===== src/rtl/gray_rx_pkg.sv =====
// Shared types and constants for the Gray-code receiver.
// Holds the tracker state enum, the per-sample step class and the largest
// supported lock threshold.
package gray_rx_pkg;

  // Tracker state.
  // IDLE: no reference value yet.
  // ACQ:  counting consecutive legal moves.
  // LOCK: the stream is trusted.
  typedef enum logic [1:0] {
    IDLE = 2'd0,
    ACQ  = 2'd1,
    LOCK = 2'd2
  } state_t;

  // Classification of one sample relative to the previous accepted value.
  typedef enum logic [1:0] {
    HOLD = 2'd0,
    FWD  = 2'd1,
    BWD  = 2'd2,
    ERR  = 2'd3
  } step_t;

  // Largest supported lock threshold.
  // The good-move counter is sized to hold this value.
  localparam int LOCK_N_MAX = 15;
  localparam int GOOD_W     = 4;

endpackage : gray_rx_pkg


===== src/rtl/gray2bin.sv =====
// Purely combinational reflected-binary Gray to binary decoder.
// Each binary bit is the XOR of all Gray bits at or above its position.
// This is the closed form of bin[i] = bin[i+1] ^ g[i]. Using it keeps every
// output bit free of a dependency on the other output bits.
module gray2bin #(
  parameter int W = 8
) (
  input  logic [W-1:0] i_gray,
  output logic [W-1:0] o_bin
);

  genvar gi;
  generate
    for (gi = 0; gi < W; gi++) begin : g_bit
      // Prefix XOR from the MSB down to this bit position.
      assign o_bin[gi] = ^i_gray[W-1:gi];
    end
  endgenerate

endmodule : gray2bin


===== src/rtl/gray_rx.sv =====
// Gray-code receiver and step tracker.
// Decodes each accepted Gray sample and classifies the move against the
// previous accepted value as hold, +1, -1 or illegal. A small FSM decides
// when the stream counts as locked. All outputs are registered, with one
// cycle of latency.
//
// Optional feature: define GRAY_RX_ERRCNT_EN to build the saturating
// illegal-move counter. Without that macro, err_cnt is tied to zero.
module gray_rx
  import gray_rx_pkg::*;
#(
  parameter int W      = 8,
  parameter int LOCK_N = 4,
  parameter int ERR_W  = 8
) (
  input  logic             clk,
  input  logic             rst,
  input  logic             in_valid,
  input  logic [W-1:0]     gray_in,
  output logic             out_valid,
  output logic [W-1:0]     bin_out,
  output logic             step_fwd,
  output logic             step_bwd,
  output logic             err,
  output logic             locked,
  output logic [ERR_W-1:0] err_cnt
);

  localparam logic [W-1:0]      DELTA_FWD = {{(W-1){1'b0}}, 1'b1};
  localparam logic [W-1:0]      DELTA_BWD = {W{1'b1}};
  localparam logic [GOOD_W-1:0] GOOD_ONE  = {{(GOOD_W-1){1'b0}}, 1'b1};

  // Decoded sample and the signed distance from the reference.
  logic [W-1:0]      w_bin;
  logic [W-1:0]      w_delta;
  step_t             w_step;

  // FSM and pulse next-state values.
  state_t            r_state;
  state_t            w_state_next;
  logic [GOOD_W-1:0] r_good;
  logic [GOOD_W-1:0] w_good_next;
  logic [GOOD_W-1:0] w_good_inc;
  logic              w_fwd_next;
  logic              w_bwd_next;
  logic              w_err_next;

  // Reference value and registered outputs.
  logic [W-1:0]      r_ref;
  logic [W-1:0]      r_bin_out;
  logic              r_out_valid;
  logic              r_step_fwd;
  logic              r_step_bwd;
  logic              r_err;
  logic              r_locked;

  gray2bin #(
    .W (W)
  ) u_gray2bin (
    .i_gray (gray_in),
    .o_bin  (w_bin)
  );

  // Classify the decoded sample by its modular distance from the reference.
  // The modular subtraction makes the wrap from all-ones to zero count as a
  // forward move, and the reverse wrap count as a backward move.
  always_comb begin
    w_delta = w_bin - r_ref;
    w_step  = ERR;
    if (w_delta == '0) begin
      w_step = HOLD;
    end else if (w_delta == DELTA_FWD) begin
      w_step = FWD;
    end else if (w_delta == DELTA_BWD) begin
      w_step = BWD;
    end
  end

  assign w_good_inc = r_good + GOOD_ONE;

  // Next-state, good-move counter and pulse decisions for an accepted sample.
  always_comb begin
    w_state_next = r_state;
    w_good_next  = r_good;
    w_fwd_next   = 1'b0;
    w_bwd_next   = 1'b0;
    w_err_next   = 1'b0;
    if (in_valid) begin
      case (r_state)
        IDLE: begin
          // First sample only establishes the reference.
          // Nothing exists to compare it against.
          w_state_next = ACQ;
          w_good_next  = '0;
        end
        ACQ: begin
          case (w_step)
            FWD, BWD: begin
              w_fwd_next = (w_step == FWD);
              w_bwd_next = (w_step == BWD);
              if (int'(w_good_inc) >= LOCK_N) begin
                w_state_next = LOCK;
                w_good_next  = '0;
              end else begin
                w_good_next = w_good_inc;
              end
            end
            ERR: begin
              w_err_next  = 1'b1;
              w_good_next = '0;
            end
            default: begin
              // A hold neither helps nor hurts the acquisition count.
            end
          endcase
        end
        LOCK: begin
          case (w_step)
            FWD:     w_fwd_next = 1'b1;
            BWD:     w_bwd_next = 1'b1;
            ERR: begin
              w_err_next   = 1'b1;
              w_state_next = ACQ;
              w_good_next  = '0;
            end
            default: begin
              // A hold keeps the lock.
            end
          endcase
        end
        default: begin
          w_state_next = IDLE;
          w_good_next  = '0;
        end
      endcase
    end
  end

  // State register, reference tracking and registered outputs.
  // A reset on the same edge as a sample discards that sample.
  always_ff @(posedge clk) begin
    if (rst) begin
      r_state     <= IDLE;
      r_good      <= '0;
      r_ref       <= '0;
      r_bin_out   <= '0;
      r_out_valid <= 1'b0;
      r_step_fwd  <= 1'b0;
      r_step_bwd  <= 1'b0;
      r_err       <= 1'b0;
      r_locked    <= 1'b0;
    end else begin
      r_state     <= w_state_next;
      r_good      <= w_good_next;
      r_out_valid <= in_valid;
      r_step_fwd  <= w_fwd_next;
      r_step_bwd  <= w_bwd_next;
      r_err       <= w_err_next;
      // locked follows the state being entered.
      // It therefore rises and falls alongside the triggering out_valid.
      r_locked    <= (w_state_next == LOCK);
      if (in_valid) begin
        // Erroneous samples also become the new reference.
        r_ref     <= w_bin;
        r_bin_out <= w_bin;
      end
    end
  end

`ifdef GRAY_RX_ERRCNT_EN
  localparam logic [ERR_W-1:0] ERR_ONE = {{(ERR_W-1){1'b0}}, 1'b1};
  logic [ERR_W-1:0] r_err_cnt;

  // Saturating count of illegal moves.
  always_ff @(posedge clk) begin
    if (rst) begin
      r_err_cnt <= '0;
    end else if (w_err_next && (r_err_cnt != {ERR_W{1'b1}})) begin
      r_err_cnt <= r_err_cnt + ERR_ONE;
    end
  end

  assign err_cnt = r_err_cnt;
`else
  assign err_cnt = '0;
`endif

  assign out_valid = r_out_valid;
  assign bin_out   = r_bin_out;
  assign step_fwd  = r_step_fwd;
  assign step_bwd  = r_step_bwd;
  assign err       = r_err;
  assign locked    = r_locked;

endmodule : gray_rx


===== config.mk =====
export PLATFORM = sky130hd
export DESIGN_NAME = gray_rx
export DESIGN_NICKNAME = d
export VERILOG_FILES = /design/src/rtl/gray_rx_pkg.sv /design/src/rtl/gray2bin.sv /design/src/rtl/gray_rx.sv
export SDC_FILE = /design/constraint.sdc
export NUM_CORES = 1
export LEC_CHECK = 0
export BUFFER_PORTS_ARGS = -buffer_cell sky130_fd_sc_hd__clkbuf_2
export CAP_MARGIN = 5
export CORE_AREA = 10 10 68 70
export DETAILED_ROUTE_END_ITERATION = 16
export DIE_AREA = 0 0 78 80
export PLACE_DENSITY = 0.65
export SLEW_MARGIN = 20
export SYNTH_ARGS = -nofsm -noshare
export SYNTH_HDL_FRONTEND = slang
export SYNTH_SLANG_ARGS = --single-unit
export TNS_END_PERCENT = 10

===== constraint.sdc =====
create_clock -name clk -period 6 [get_ports clk]
set_input_delay 0.9 -clock clk [delete_from_list [all_inputs] [get_ports clk]]
set_output_delay 0.9 -clock clk [all_outputs]
set_load 0.05 [all_outputs]

==> reports/results.tsv <==
metric	value	unit
ctsResizeCount	0	
synthToLayoutAreaGrowth	10.90	%
grt_start_max_net_pins	17	
fill_cells	329	
htreeDepth	1	
path_depth	21	
drc	0	
fin_setup_tns	0	ns
synth_largest_area_cell	dfxtp_1	
ys_ff_latch	19	
cts_setup_buffers	0	
combPwrFrac	52.3	%
clkPwrFrac	15.5	%
cts.sinks	19	
vias_per_cell	4.887	
clk_path_buf_depth	2	
synthCells	162	
critPathMaxFanout	8	
min_period	5.539	ns
r2r_start	bin_out[0]	
clock_skew	0.006074	ns
cp-start-kind	input pin	
rows	21	
rsz0062_at_grt	no	
syn_avg_cell_area	8.712	um^2
startpoint	gray_in[7]	
crit_family	XOR/XNOR gates	
fmax	180.5	MHz
grtUsageTotal	10.16	%
timing.critical_path.to	locked	
die_h	80	um
finalSetupViolCount	0	
io_buffers	23	
hold_buffers	0	
period_share	92.32	%
dieWidth	78	um
seq_power_share	32.2	%
path_cells	clkbuf_2, xnor2_2, xnor2_1, xnor2_2, xor2_2, xor2_2, xnor2_1, ha_1, inv_1, fa_1, a211oi_1, o31ai_1, a21oi_1, xor2_1, and4_1, a21oi_1, ha_1, a211oi_1, o21ai_0, or2_2, a22oi_1	
finalNetCount	212	
clkLatencyLatePin	0.30	ns
cts.clk_slew.worst_paths	0.12	ns
r2r_end	locked	
critPathSlowestCell	and4_1	
gp_congestion	0.8073	
numCtsBuffers	3	
dp_hpwl	2452	um
synth.distinct_cells	43	
p_int	0.2383	mW
timing.max_cap.violations	0	
status	finished, final reports clean	
grt_pass1_vias	1129	
critPathArrivalTime	5.76	ns
yosys_warnings	0	
overflow	0	
cpPeakStageDelay	0.43	ns
drtIter0Drc	67	
hold_class	register to register	
vias	1129	
finalMaxSlewViolations	0	
reg2reg_depth	14	
ant_nets	0	
regToRegSetupSlack	2.29	ns
switching_share	44.80	%
io_pins	32	
utilization	47.66	%
total_power	0.4318	mW
antenna_found_initial	0	
antenna_cells	0	
seq_area_frac_synth	26.95	%
drive_gt1_share	18.92	%
wire_per_inst	13.18	um
finalHoldViolCount	0	
end_kind	register	
cp.required	6.23	ns
drt_pass1_iterations	4	
p_leak	0.7084	nW
wl	3045	um
core	3284	um^2
crit_type	input pin to register	
synthTopCellsByArea	dfxtp_1, ha_1, nor2_1, mux2i_1, buf_4	
grt_pass1_wl	5326	um
synth.top_cell.area_share	26.95	%
irDropWorstVdd	148.5	uV
cts_tree	done	
synth_area	1411	um^2
p_switching	0.1934	mW
final_common_cell	clkbuf_2	
start_util	42.97	%
die_area	6240	um^2
layout_common_cells	clkbuf_2, nor2_1, dfxtp_1	
cp.buffers_inverters	2	
p_per_area	275.9	nW/um^2
root_buffer	clkbuf_4	
-- logic make-up after synthesis --
family | after synthesis | synth area share, %
xor gates and xnor gates | 15 | 11.44
buffers and inverters | 27 | 9.397
DFF | 19 | 26.95
muxes | 6 | 4.255
AOI/OAI and AO/OA | 33 | 16.05
other | 1 | 0.2657
adders and majority gates | 15 | 13.83
and+or+nand+nor | 46 | 17.82
-- registers in the layout (all words and copies together) (netlist names) --
name	cells
bin_out	8
err	1
locked	1
out_valid	1
r_good	4
r_state	2
step_bwd	1
step_fwd	1
-- how the worst min path moves through the flow --
stage	startpoint	end	slack [ns]	cells after the start
after floorplan	r_good[1]	r_good[1]	0.46	2
after global placement	r_good[3]	r_good[3]	0.47	1
after detailed placement	r_good[1]	r_good[1]	0.49	2
after CTS	r_good[3]	r_good[3]	0.51	1
after global routing	r_good[3]	r_good[3]	0.52	1
final	r_good[3]	r_good[3]	0.50	1
-- stage by stage --
stage	std cells	instance area, um^2	hold WS, ns	setup slack [ns]
after floorplan	169	1438	0.4647	0.8994
after global placement	227	1538	0.4741	0.2618
after detailed placement	227	1538	0.4893	0.09982
after CTS	231	1565	0.5053	0.4217
after global routing	231	1565	0.5249	0.07045
final	231	1565	0.5018	0.4611
-- cell usage after synthesis (all sizes together) --
cell / number
a211o: 1
a211oi: 6
a21o: 1
a21oi: 10
a221oi: 1
a22oi: 1
a41oi: 1
and2: 3
and3b: 1
and4: 1
and4b: 1
buf: 9
clkbuf: 2
clkinv: 1
conb: 1
dfxtp: 19
fa: 1
ha: 14
inv: 15
mux2i: 6
nand2: 6
nand2b: 4
nand3: 1
nand3b: 1
nand4: 1
nor2: 19
nor2b: 1
nor3: 1
nor3b: 3
nor4: 2
o211ai: 3
o21ai: 6
o311a: 1
o31ai: 1
o32ai: 1
or2: 1
xnor2: 8
xor2: 7
-- worst reg2reg max path, stage by stage (launching register included) --
cell and delay [ns]:
dfxtp_1 0.43, ha_1 0.18, inv_1 0.05, fa_1 0.39, a211oi_1 0.31, o31ai_1 0.12, a21oi_1 0.18, xor2_1 0.30
and4_1 0.43, a21oi_1 0.12, ha_1 0.32, a211oi_1 0.20, o21ai_0 0.13, or2_2 0.32, a22oi_1 0.15
-- layer usage --
| layer | GRT usage [%] | share of wire, % | vias up |
|---|---|---|---|
| met1 | 12.18 | 48 | 515 |
| met4 | 1.613 | 0.59 | 0 |
| met2 | 16.83 | 46 | 25 |
| li1 | - | - | 585 |
| met3 | 4.279 | 6.3 | 4 |
| met5 | 0 | 0 | - |
-- layout make-up --
type | instances | area (um^2) | share of cell area, %
clock buffers | 3 | 22.52 | 1.439
clock inverters | 1 | 5.005 | 0.3197
inverters | 16 | 60.06 | 3.837
multi-input cells | 123 | 924.6 | 59.07
flip-flops and latches | 19 | 380.4 | 24.30
well taps | 46 | 57.56 | 3.677
repair buffers | 23 | 115.1 | 7.354
-- power groups by stage --
stage | Combinational (mW) | Clock, mW | Sequential (mW)
detailed placement | 0.226 | 0 | 0.142
floorplan | 0.167 | 0 | 0.164
finish | 0.226 | 0.0669 | 0.139
CTS | 0.228 | 0.0696 | 0.139
global route | 0.252 | 0.0766 | 0.140
global placement | 0.221 | 0 | 0.141
(Power assumes the default switching activity.)
